## src/rtl/rom_seq_pkg.sv

```systemverilog
// Shared types and default widths for the ROM sequencer.
// Holds the RUN/HALTED state encoding used by rom_sequencer.
package rom_seq_pkg;

  localparam int ADDR_W_DEF = 8;
  localparam int DATA_W_DEF = 8;

  typedef enum logic {
    RUN    = 1'b0,
    HALTED = 1'b1
  } seq_state_t;

endpackage

```

## src/rtl/rom_seq_pc.sv

```systemverilog
// Program counter: sync reset to RESET_PC, load, or +1 (wraps).
// Ports: clk, reset, load, target, inc -> pc.
module rom_seq_pc
  import rom_seq_pkg::*;
#(
  parameter int ADDR_W   = ADDR_W_DEF,
  parameter int RESET_PC = 0
) (
  input  logic              clk,
  input  logic              reset,
  input  logic              load,
  input  logic [ADDR_W-1:0] target,
  input  logic              inc,
  output logic [ADDR_W-1:0] pc
);

  always_ff @(posedge clk) begin
    if (reset)
      pc <= ADDR_W'(RESET_PC);
    else if (load)
      pc <= target;
    else if (inc)
      pc <= pc + 1'b1;
  end

endmodule

```

## src/rtl/rom_sequencer.sv

```systemverilog
// ROM fetch sequencer: valid/ready instr output, jump, halt/resume.
// Ports: clk, reset, rom_address/rom_data, instr/instr_valid/instr_ready,
//   jump/jump_target, halt, resume, pc, halted.
// Option SEQ_BREAKPOINT_EN adds bp_en/bp_addr (halt before fetch at bp_addr).
module rom_sequencer
  import rom_seq_pkg::*;
#(
  parameter int ADDR_W   = ADDR_W_DEF,
  parameter int DATA_W   = DATA_W_DEF,
  parameter int RESET_PC = 0
) (
  input  logic              clk,
  input  logic              reset,
  output logic [ADDR_W-1:0] rom_address,
  input  logic [DATA_W-1:0] rom_data,
  output logic [DATA_W-1:0] instr,
  output logic              instr_valid,
  input  logic              instr_ready,
  input  logic              jump,
  input  logic [ADDR_W-1:0] jump_target,
  input  logic              halt,
  input  logic              resume,
  output logic [ADDR_W-1:0] pc,
  output logic              halted
`ifdef SEQ_BREAKPOINT_EN
  ,
  input  logic              bp_en,
  input  logic [ADDR_W-1:0] bp_addr
`endif
);

  seq_state_t        state, state_n;
  logic [DATA_W-1:0] instr_n;
  logic              valid_n;
  logic              pc_load;
  logic              pc_inc;
  logic              bp_hit;

`ifdef SEQ_BREAKPOINT_EN
  // Set on resume so the first fetch steps over the breakpoint.
  logic skip_bp, skip_bp_n;

  assign bp_hit = bp_en && (pc == bp_addr) && !skip_bp;

  always_ff @(posedge clk) begin
    if (reset)
      skip_bp <= 1'b0;
    else
      skip_bp <= skip_bp_n;
  end

  always_comb begin
    skip_bp_n = skip_bp;
    if (state == HALTED && resume && !halt)
      skip_bp_n = 1'b1;
    else if (pc_inc)
      skip_bp_n = 1'b0;
  end
`else
  assign bp_hit = 1'b0;
`endif

  assign rom_address = pc;
  assign halted      = (state == HALTED);

  rom_seq_pc #(
    .ADDR_W  (ADDR_W),
    .RESET_PC(RESET_PC)
  ) u_pc (
    .clk   (clk),
    .reset (reset),
    .load  (pc_load),
    .target(jump_target),
    .inc   (pc_inc),
    .pc    (pc)
  );

  always_ff @(posedge clk) begin
    if (reset) begin
      state       <= RUN;
      instr       <= '0;
      instr_valid <= 1'b0;
    end else begin
      state       <= state_n;
      instr       <= instr_n;
      instr_valid <= valid_n;
    end
  end

  always_comb begin
    state_n = state;
    instr_n = instr;
    valid_n = instr_valid;
    pc_load = 1'b0;
    pc_inc  = 1'b0;
    if (halt) begin
      state_n = HALTED;
      valid_n = 1'b0;
    end else if (state == RUN) begin
      if (jump) begin
        pc_load = 1'b1;
        valid_n = 1'b0;
      end else if (!instr_valid || instr_ready) begin
        if (bp_hit) begin
          state_n = HALTED;
          valid_n = 1'b0;
        end else begin
          instr_n = rom_data;
          valid_n = 1'b1;
          pc_inc  = 1'b1;
        end
      end
    end else begin
      valid_n = 1'b0;
      pc_load = jump;
      if (resume)
        state_n = RUN;
    end
  end

endmodule

```

## config.mk

```make
export PLATFORM = sky130hd
export DESIGN_NAME = rom_sequencer
export DESIGN_NICKNAME = d
export VERILOG_FILES = /design/src/rtl/rom_seq_pkg.sv /design/src/rtl/rom_seq_pc.sv /design/src/rtl/rom_sequencer.sv
export SDC_FILE = /design/constraint.sdc
export NUM_CORES = 1
export LEC_CHECK = 0
export ABC_AREA = 1
export CORE_ASPECT_RATIO = 0.8
export CORE_MARGIN = 3
export CORE_UTILIZATION = 42
export DETAILED_ROUTE_END_ITERATION = 8
export GPL_TIMING_DRIVEN = 0
export PLACE_DENSITY = 0.94
export SLEW_MARGIN = 20
export SYNTH_ARGS = -nofsm -noshare
export SYNTH_HDL_FRONTEND = slang
export SYNTH_SLANG_ARGS = --single-unit
```

## constraint.sdc

```tcl
create_clock -name clk -period 2.09 [get_ports clk]
set_input_delay 0.418 -clock clk [delete_from_list [all_inputs] [get_ports clk]]
set_output_delay 0.418 -clock clk [all_outputs]
set_load 0.02 [all_outputs]
```

==> results of run 1 <==
==> cell type report <==
cell class	count	area [um^2]	area share, %
Clock buffer	3	22.5	1.52
Buffer	10	75.1	5.06
Tap cell	24	30.0	2.03
Inverter	14	55.1	3.71
Multi-Input combinational cell	93	469	31.6
Timing Repair Buffer	47	470	31.7
Sequential cell	18	360	24.3
==> power groups by stage <==
stage	clock network (mW)	registers, mW	logic [mW]
after floorplan	0	0.427	0.117
after global placement	0	0.398	0.275
after detailed placement	0	0.400	0.282
after CTS	0.172	0.392	0.283
after global routing	0.187	0.397	0.304
final	0.169	0.392	0.283
==> kinds of logic after synthesis <==
logic type,after synthesis
adder cells (fa/ha/maj),1
flip-flops,18
buffers and inverters,24
AND/OR/NAND/NOR,69
AO/OA/AOI/OAI,22
XOR/XNOR,1
==> path summary, 6_finish.rpt <==
check                   from             end  slack, ps  depth (start not counted)
setup reg to reg  u_pc.pc[0]      u_pc.pc[6]        800                          8
setup / recovery  u_pc.pc[6]  rom_address[6]        200                          2
hold / removal        halted     instr_valid        510                          1
hold reg to reg       halted     instr_valid        510                          1
==> per-stage QoR <==
step                      utilization [%]  cell area, um^2  worst slack [ps]  std cells
after floorplan                         -              960               799        135
after global placement               72.5             1460               337        206
after detailed placement             72.5             1460               256        206
after CTS                            73.6             1480               198        209
after global routing                 73.6             1480               132        209
final                                73.6             1480               199        209
==> layout by cell type, fill, tap and decap left out, drive strengths merged <==
cell,instances
a211oi,1
a21oi,5
a31oi,2
buf,9
clkbuf,4
clkdlybuf4s50,47
dfxtp,18
ha,1
inv,14
nand2,28
nand3,7
nand4,1
nor2,30
nor3,1
nor4,1
o21ai,13
o31ai,1
or2,1
xor2,1
==> flip-flops by register name, indices dropped and copies added, names as in the netlist <==
name,flops
instr_valid,1
instr,8
halted,1
u_pc.pc,8
==> per-layer routing <==
metal / vias up / global-route usage (%) / routed length [um] / share of wire [%]
met3: 7 / 4.79 / 133 / 5.0
met1: 466 / 25.1 / 1160 / 44
met2: 32 / 31.3 / 1300 / 49
met4: 0 / 6.79 / 49 / 1.8
met5: - / 0 / 0 / 0
li1: 527 / - / - / -
==> flow_summary.ini, run 1 <==
[synth]
syn-cell-area_um2 = 960
syn_avg_cell_area_um2 = 7.11
synth-xor-area-share_pct = 0.913
postSynthCellCount = 135
synth-compound-area-share_pct = 12.3
yosys.cell_types.count = 26
synth_top_family_by_area = simple AND/OR/NAND/NOR gates
ys_seq_elements = 18
yosys-top-cells-area = dfxtp_1 38%, nand2_1 9.8%, nor2_1 9.8%
yosys.area_share.simple_pct = 34.4
synth_top_cell_area_share_pct = 37.5
ys_dominant_reg_cell = dfxtp_1
synth_fa_ha_area_share_pct = 1.30
synth.largest_area_cell = dfxtp_1
synth-seq-area-share_pct = 37.5
synth_common_cells = 25 x nand2_1, 25 x nor2_1, 18 x dfxtp_1
synthArstFlopShare_pct = 0
muxShareOfSynthArea_pct = 0
syn-num-nets = 158
synth_edf_count = 0
yosys_warnings = 0

[timing]
fin_crit_ps = 1890
setup_tns_ps = 0
hold_violations = 0
rsz0062_at_grt = no
min_period_over_period_pct = 90.5
finClkSkew_ps = 4.38
worst_pin_slew_ps = 398
setup_viol = 0
holdWs_ps = 510
clock.fmax_ghz = 0.529
slew_violations = 0
slew_headroom_pct = 73.5

[clock_network]
clk_path_buf_depth = 2
post_cts_resize_count = 0
ctsHoldBuffers = 0
cts_setup_buffers = 0
cts.htree.levels = 1
insertion_delay_ps = 290
numCtsBuffers = 3
cts_tree = done
clk_pin_slew_ps = 100
root_buffer = clkbuf_4
cts.sinks = 18

[grt]
grt_usage_pct = 19.6
overflow = 0
grt_antenna_before_repair = 0
grt_max_degree = 11
grt_pass1_wl_mm = 4.46
grt_pass1_vias = 984

[floorplanning]
coreArea_mm2 = 0.00201
rows = 14
dieArea_mm2 = 0.00290
start_util_pct = 47.6
dieHeight_um = 48.8
ioPinCount = 48
die_x_um = 59.4

[layout]
fillers = 144
drive_gt1_share_pct = 13.5
area_delta_synth_final_pct = 54.5
fin_nets = 210
antenna_cells = 0

[critical_path]
path_max_fanout = 6
criticalPathCategory = reg2out
arrival_ps = 1470
cp.required_ps = 1670
path_cells = buf_4 > clkdlybuf4s50_1
critical-path-top-delay-family = buffers and inverters
startpoint_type = register
end_kind = output port
cp_slowest_stage_delay_ps = 600
cp_num_buf_inv = 2
critPathSlowestCell = clkdlybuf4s50_1

[detailed_routing]
drtIter0Drc = 27
route.detailed.drc = 0
wl_per_cell_um = 12.7
finalWirelength_mm = 2.65
vias_per_cell = 4.94
vias = 1032
first_pass_iters = 4
antenna_left = 0

[pwr]
p_clk_share_pct = 20.0
vdd_drop_max_mv = 0.611
finalPower_uw = 845
p_seq_share_pct = 46.5
power_density_mw_per_mm2 = 570
p_switching_uw = 265
comb_power_share_pct = 33.5
p_int_uw = 580
swShare_pct = 31.3
leakagePower_nw = 0.622

[place]
dp_hpwl_mm = 2.10
port_buffers = 47
gp_congestion = 0.807

[run]
max_cap_viol_count = 0

[worst_hold_path]
hold_class = reg2reg

[status]
status = complete, no violations
Note: power is estimated with default switching activity, not from simulation.
==> run 2: changes to the inputs <==
--- a/config.mk
+++ b/config.mk
@@ -6,13 +6,16 @@
 export NUM_CORES = 1
 export LEC_CHECK = 0
 export ABC_AREA = 1
+export CELL_PAD_IN_SITES_DETAIL_PLACEMENT = 0
+export CELL_PAD_IN_SITES_GLOBAL_PLACEMENT = 1
 export CORE_ASPECT_RATIO = 0.8
 export CORE_MARGIN = 3
-export CORE_UTILIZATION = 42
+export CORE_UTILIZATION = 30
 export DETAILED_ROUTE_END_ITERATION = 8
 export GPL_TIMING_DRIVEN = 0
-export PLACE_DENSITY = 0.94
+export PLACE_DENSITY = 0.95
 export SLEW_MARGIN = 20
 export SYNTH_ARGS = -nofsm -noshare
 export SYNTH_HDL_FRONTEND = slang
+export SYNTH_HIERARCHICAL = 1
 export SYNTH_SLANG_ARGS = --single-unit
==> run 2 against run 1 <==
  * Synthesized cell count is 15% higher
  * Clock-buffer cell count did not move
  * Largest power group unchanged
  * First-iteration DRC count rose by 140%
  * Die area is 48% higher
  * Worst setup slack got worse by 5.3 ps
  * Largest cell class unchanged
  * Register-to-register slack got worse by 180 ps
==> flow_summary.ini, run 2 <==
[grt]
grt_antenna_before_repair = 0
grt_pass1_wl_mm = 4.31
grt_util_met2_pct = 19.1
overflow = 0
grt_util_met1_pct = 18.6
gr-usage-met3_pct = 3.56
grt_max_degree = 11
grt_busiest_layer = met2
grt_pass1_vias = 925
grt_usage_pct = 13.0

[timing]
setup_viol = 0
hold_violations = 0
setup_tns_ps = 0
finClkSkew_ps = 1.71
min_period_over_period_pct = 90.7
layout_setup_ws_ps = 194
slew_violations = 0
rsz0062_at_grt = no
clock.fmax_ghz = 0.527
slew_headroom_pct = 73.7
worst_pin_slew_ps = 393
fin_crit_ps = 1900

[clock_network]
cts_tree = done
root_buffer = clkbuf_8
clk_pin_slew_ps = 70
ctsHoldBuffers = 0
cts.sinks = 18
clk_path_buf_depth = 2
cts_setup_buffers = 0
numCtsBuffers = 3
post_cts_resize_count = 0
cts.htree.levels = 1
insertion_delay_ps = 250

[pwr]
swShare_pct = 29.1
p_int_uw = 623
p_clk_share_pct = 27.3
p_seq_share_pct = 44.3
p_switching_uw = 256
leakagePower_nw = 0.732
comb_power_share_pct = 28.4
finalPower_uw = 879
vdd_drop_max_mv = 0.314
power_density_mw_per_mm2 = 541

[synth]
syn-cell-area_mm2 = 0.00106
yosys_warnings = 6
ys_dominant_reg_cell = dfxtp_1
synth_most_common_cell = inv_1
syn-num-nets = 178
postSynthCellCount = 155
ys_seq_elements = 18
synth-seq-area-share_pct = 34.0
synth.largest_area_cell = dfxtp_1
yosys-top-cells-area = dfxtp_1 34%, inv_1 12%, nand2_1 11%
yosys.cell_types.count = 26
synthArstFlopShare_pct = 0
synth_top_cell_area_share_pct = 34.0
synth_common_cells = 35 x inv_1, 32 x nand2_1, 18 x dfxtp_1
synth_edf_count = 0
syn_avg_cell_area_um2 = 6.84

[place]
dp_slack_ps = -102
placed_cells = 242
dp_hpwl_mm = 2.03
port_buffers = 47
gp_congestion = 0.744

[floorplanning]
coreArea_mm2 = 0.00322
dieHeight_um = 59.2
rows = 18
die_x_um = 72.5
start_util_pct = 32.9
ioPinCount = 48
dieArea_mm2 = 0.00429

[run]
max_cap_viol_count = 0

[critical_path]
startpoint_type = register
end_kind = output port
arrival_ps = 1480
cp.required_ps = 1670
criticalPathCategory = reg2out
path_max_fanout = 7

[layout]
area_delta_synth_final_pct = 53.4
fin_cells = 245
utilization_pct = 50.5
reg_top3 = instr: 8 flops, u_pc/pc: 8 flops
final_common_cell = clkdlybuf4s50_1
antenna_cells = 0
layout_common_cells = 47 x clkdlybuf4s50_1, 35 x inv_1, 32 x nand2_1, 18 x dfxtp_1, 14 x nor2_1
drive_gt1_share_pct = 12.7
fin_nets = 230

[detailed_routing]
route.detailed.drc = 0
vias = 1086
first_pass_iters = 4
antenna_left = 0
finalWirelength_mm = 2.64
wl_per_cell_um = 10.8
drtIter0Drc = 65
vias_per_cell = 4.43

[worst_hold_path]
hold_class = reg2reg

[status]
status = complete, no violations
==> run 2: changes by cell type after synthesis, sizes merged, moves of 2 or more <==
cell and delta:
nand4 +8, o21bai +2, a22oi +4, nor2 -12, inv +23, a31oi -2
o21ai -10, nand2 +7
==> run 2: per-stage QoR <==
stage | hold WS (ps) | area, um^2
final | 509 | 1630
after floorplan | 480 | 1060
after global routing | 537 | 1630
after detailed placement | 501 | 1580
after global placement | 499 | 1580
after CTS | 512 | 1620
==> run 2: cell families (layout without fill, tap and decap cells) <==
| logic type | Yosys count | after routing | synth area share (%) |
|---|---|---|---|
| AO/OA/AOI/OAI | 17 | 17 | 10.3 |
| XOR/XNOR | 1 | 1 | 0.827 |
| adder cells (fa/ha/maj) | 1 | 1 | 1.18 |
| buffers and inverters | 47 | 97 | 20.2 |
| flip-flops | 18 | 18 | 34.0 |
| AND/OR/NAND/NOR | 71 | 71 | 33.5 |
==> run 2: worst max-delay path: stages (launching register included) <==
cell             delay [ps]
dfxtp_1                 480
buf_4                   160
clkdlybuf4s50_1         590
==> run 2: metal layers <==
| layer | up-vias | part of all wire (%) |
|---|---|---|
| met2 | 33 | 44 |
| met5 | - | 0 |
| met4 | 0 | 1.3 |
| li1 | 577 | - |
| met1 | 472 | 47 |
| met3 | 4 | 7.2 |
==> run 2: final timing paths <==
| check | from | end | slack (ps) | cells after the start |
|---|---|---|---|---|
| min | instr[4] | instr[4] | 510 | 4 |
| max reg2reg | halted | u_pc/pc[4] | 620 | 8 |
| max | u_pc/pc[2] | rom_address[2] | 190 | 2 |
| min reg2reg | instr[4] | instr[4] | 510 | 4 |
==> run 2: power groups by stage <==
stage               clock, mW  sequential, mW  combinational, mW
floorplan                   0           0.420              0.104
global placement            0           0.396              0.248
detailed placement          0           0.396              0.250
CTS                     0.253           0.389              0.251
global route            0.264           0.392              0.274
finish                  0.240           0.389              0.250
==> run 2: final cells by class <==
cell class                      count  area, um^2
Tap cell                           40        50.0
Multi-Input combinational cell     90         485
Buffer                              9        71.3
Clock buffer                        3        41.3
Sequential cell                    18         360
Timing Repair Buffer               47         470
Fill cell                         330        1600
Inverter                           38         146
==> run 3: changes to the inputs <==
--- a/config.mk
+++ b/config.mk
@@ -8,7 +8,6 @@
 export ABC_AREA = 1
 export CELL_PAD_IN_SITES_DETAIL_PLACEMENT = 0
 export CELL_PAD_IN_SITES_GLOBAL_PLACEMENT = 1
-export CORE_ASPECT_RATIO = 0.8
 export CORE_MARGIN = 3
 export CORE_UTILIZATION = 30
 export DETAILED_ROUTE_END_ITERATION = 8
==> run 3 against run 2 <==
  * Clock-buffer cell count did not move
  * Die area is 0.10% lower
  * Non-clock buffer count unchanged
  * Critical path type unchanged
  * Highest routed layer unchanged
  * Sequential power hardly changed
==> flow_summary.ini, run 3 (same netlist as run 2, synthesis figures left out) <==
[layout]
reg_top3 = instr: 8 flops, u_pc/pc: 8 flops
drive_gt1_share_pct = 12.2
fillers = 348
antenna_cells = 0
fin_area_mm2 = 0.00161
fin_nets = 230
layout_common_cells = 47 x clkdlybuf4s50_1, 35 x inv_1, 32 x nand2_1, 18 x dfxtp_1, 14 x nor2_1
fin_cells = 249
area_delta_synth_final_pct = 51.7
final_common_cell = clkdlybuf4s50_1

[timing]
setup_viol = 0
holdWs_ps = 514
fin_crit_ps = 2010
slew_headroom_pct = 72.2
rsz0062_at_grt = no
hold_violations = 0
min_period_over_period_pct = 96.3
worst_pin_slew_ps = 415
finClkSkew_ps = 9.62
slew_violations = 0
clock.fmax_ghz = 0.497

[clock_network]
cts_setup_buffers = 0
clk_pin_slew_ps = 110
cts.htree.levels = 1
root_buffer = clkbuf_4
cts.sinks = 18
insertion_delay_ps = 300
post_cts_resize_count = 0
cts_tree = done
ctsHoldBuffers = 0
clk_path_buf_depth = 2
numCtsBuffers = 3

[detailed_routing]
vias = 1058
first_pass_iters = 4
finalWirelength_mm = 2.55
drtIter0Drc = 13
vias_per_cell = 4.25
wl_per_cell_um = 10.3
antenna_left = 0
route.detailed.drc = 0

[worst_hold_path]
hold_class = reg2reg

[floorplanning]
dieArea_mm2 = 0.00428
dieHeight_um = 65.4
start_util_pct = 33.1
rows = 20
coreArea_mm2 = 0.00320
ioPinCount = 48
die_x_um = 65.4

[critical_path]
cp_num_buf_inv = 2
cp_slowest_stage_delay_ps = 590
startpoint_type = register
end_kind = output port
arrival_ps = 1590
path_cells = buf_4 > clkdlybuf4s50_1
critPathSlowestCell = clkdlybuf4s50_1
path_max_fanout = 7
cp.required_ps = 1670
critical-path-top-delay-family = buffers and inverters
criticalPathCategory = reg2out

[place]
place_area_mm2 = 0.00159
dp_hpwl_mm = 1.97
port_buffers = 47
placed_cells = 246
gp_congestion = 0.729

[grt]
gr-usage-met3_pct = 2.05
grt_busiest_layer = met2
grt_pass1_wl_mm = 4.26
overflow = 0
grt_max_degree = 11
grt_util_met1_pct = 16.0
grt_util_met2_pct = 20.7
grt_antenna_before_repair = 0
grt_usage_pct = 12.9
grt_pass1_vias = 968

[pwr]
vdd_drop_max_mv = 0.281
power_density_mw_per_mm2 = 507
leakagePower_nw = 0.725

[run]
max_cap_viol_count = 0

[status]
status = complete, no violations
[run 3: final cells by class]
cell class	instances	area (um^2)	area share [%]
Tap cell	44	55.1	3.42
Sequential cell	18	360	22.4
Buffer	9	71.3	4.44
Inverter	38	143	8.87
Multi-Input combinational cell	90	485	30.2
Timing Repair Buffer	47	470	29.3
Clock buffer	3	22.5	1.40
[run 3: report_power, final]
group	total, mW	internal, mW	switching (mW)
clock network	0.179	0.0671	0.111
logic	0.248	0.129	0.119
registers	0.389	0.365	0.0236
[run 3: layer usage]
layer  vias up  share of wire (%)
li1        578                  -
met1       457                 49
met2        19                 45
met3         4                3.6
met4         0                2.4
met5         -                  0
[run 3: worst register-to-register path, stage by stage (launching register included)]
cell     delay, ps
dfxtp_1        390
nor2_8         220
nand3_4        160
inv_1          170
nand4_1        140
nand2_1         90
nand2_1         40
o21ai_0        150
inv_1           50
[run 3: path summary, 6_finish.rpt]
check        startpoint              to  slack [ps]  depth (start not counted)
max          u_pc/pc[2]  rom_address[2]          80                          2
min reg2reg    instr[4]        instr[4]         510                          4
min            instr[4]        instr[4]         510                          4
max reg2reg      halted      u_pc/pc[4]         600                          8
[run 3: metrics by stage]
| stage | TNS (ps) | util, % | worst slack, ps | power (mW) |
|---|---|---|---|---|
| floorplan | 0 | - | 690 | 0.524 |
| global placement | -183 | 49.5 | -52.2 | 0.644 |
| detailed placement | -243 | 49.5 | -55.7 | 0.646 |
| CTS | 0 | 50.2 | 69.6 | 0.825 |
| global route | 0 | 50.2 | 27.5 | 0.863 |
| finish | 0 | 50.2 | 77.7 | 0.815 |
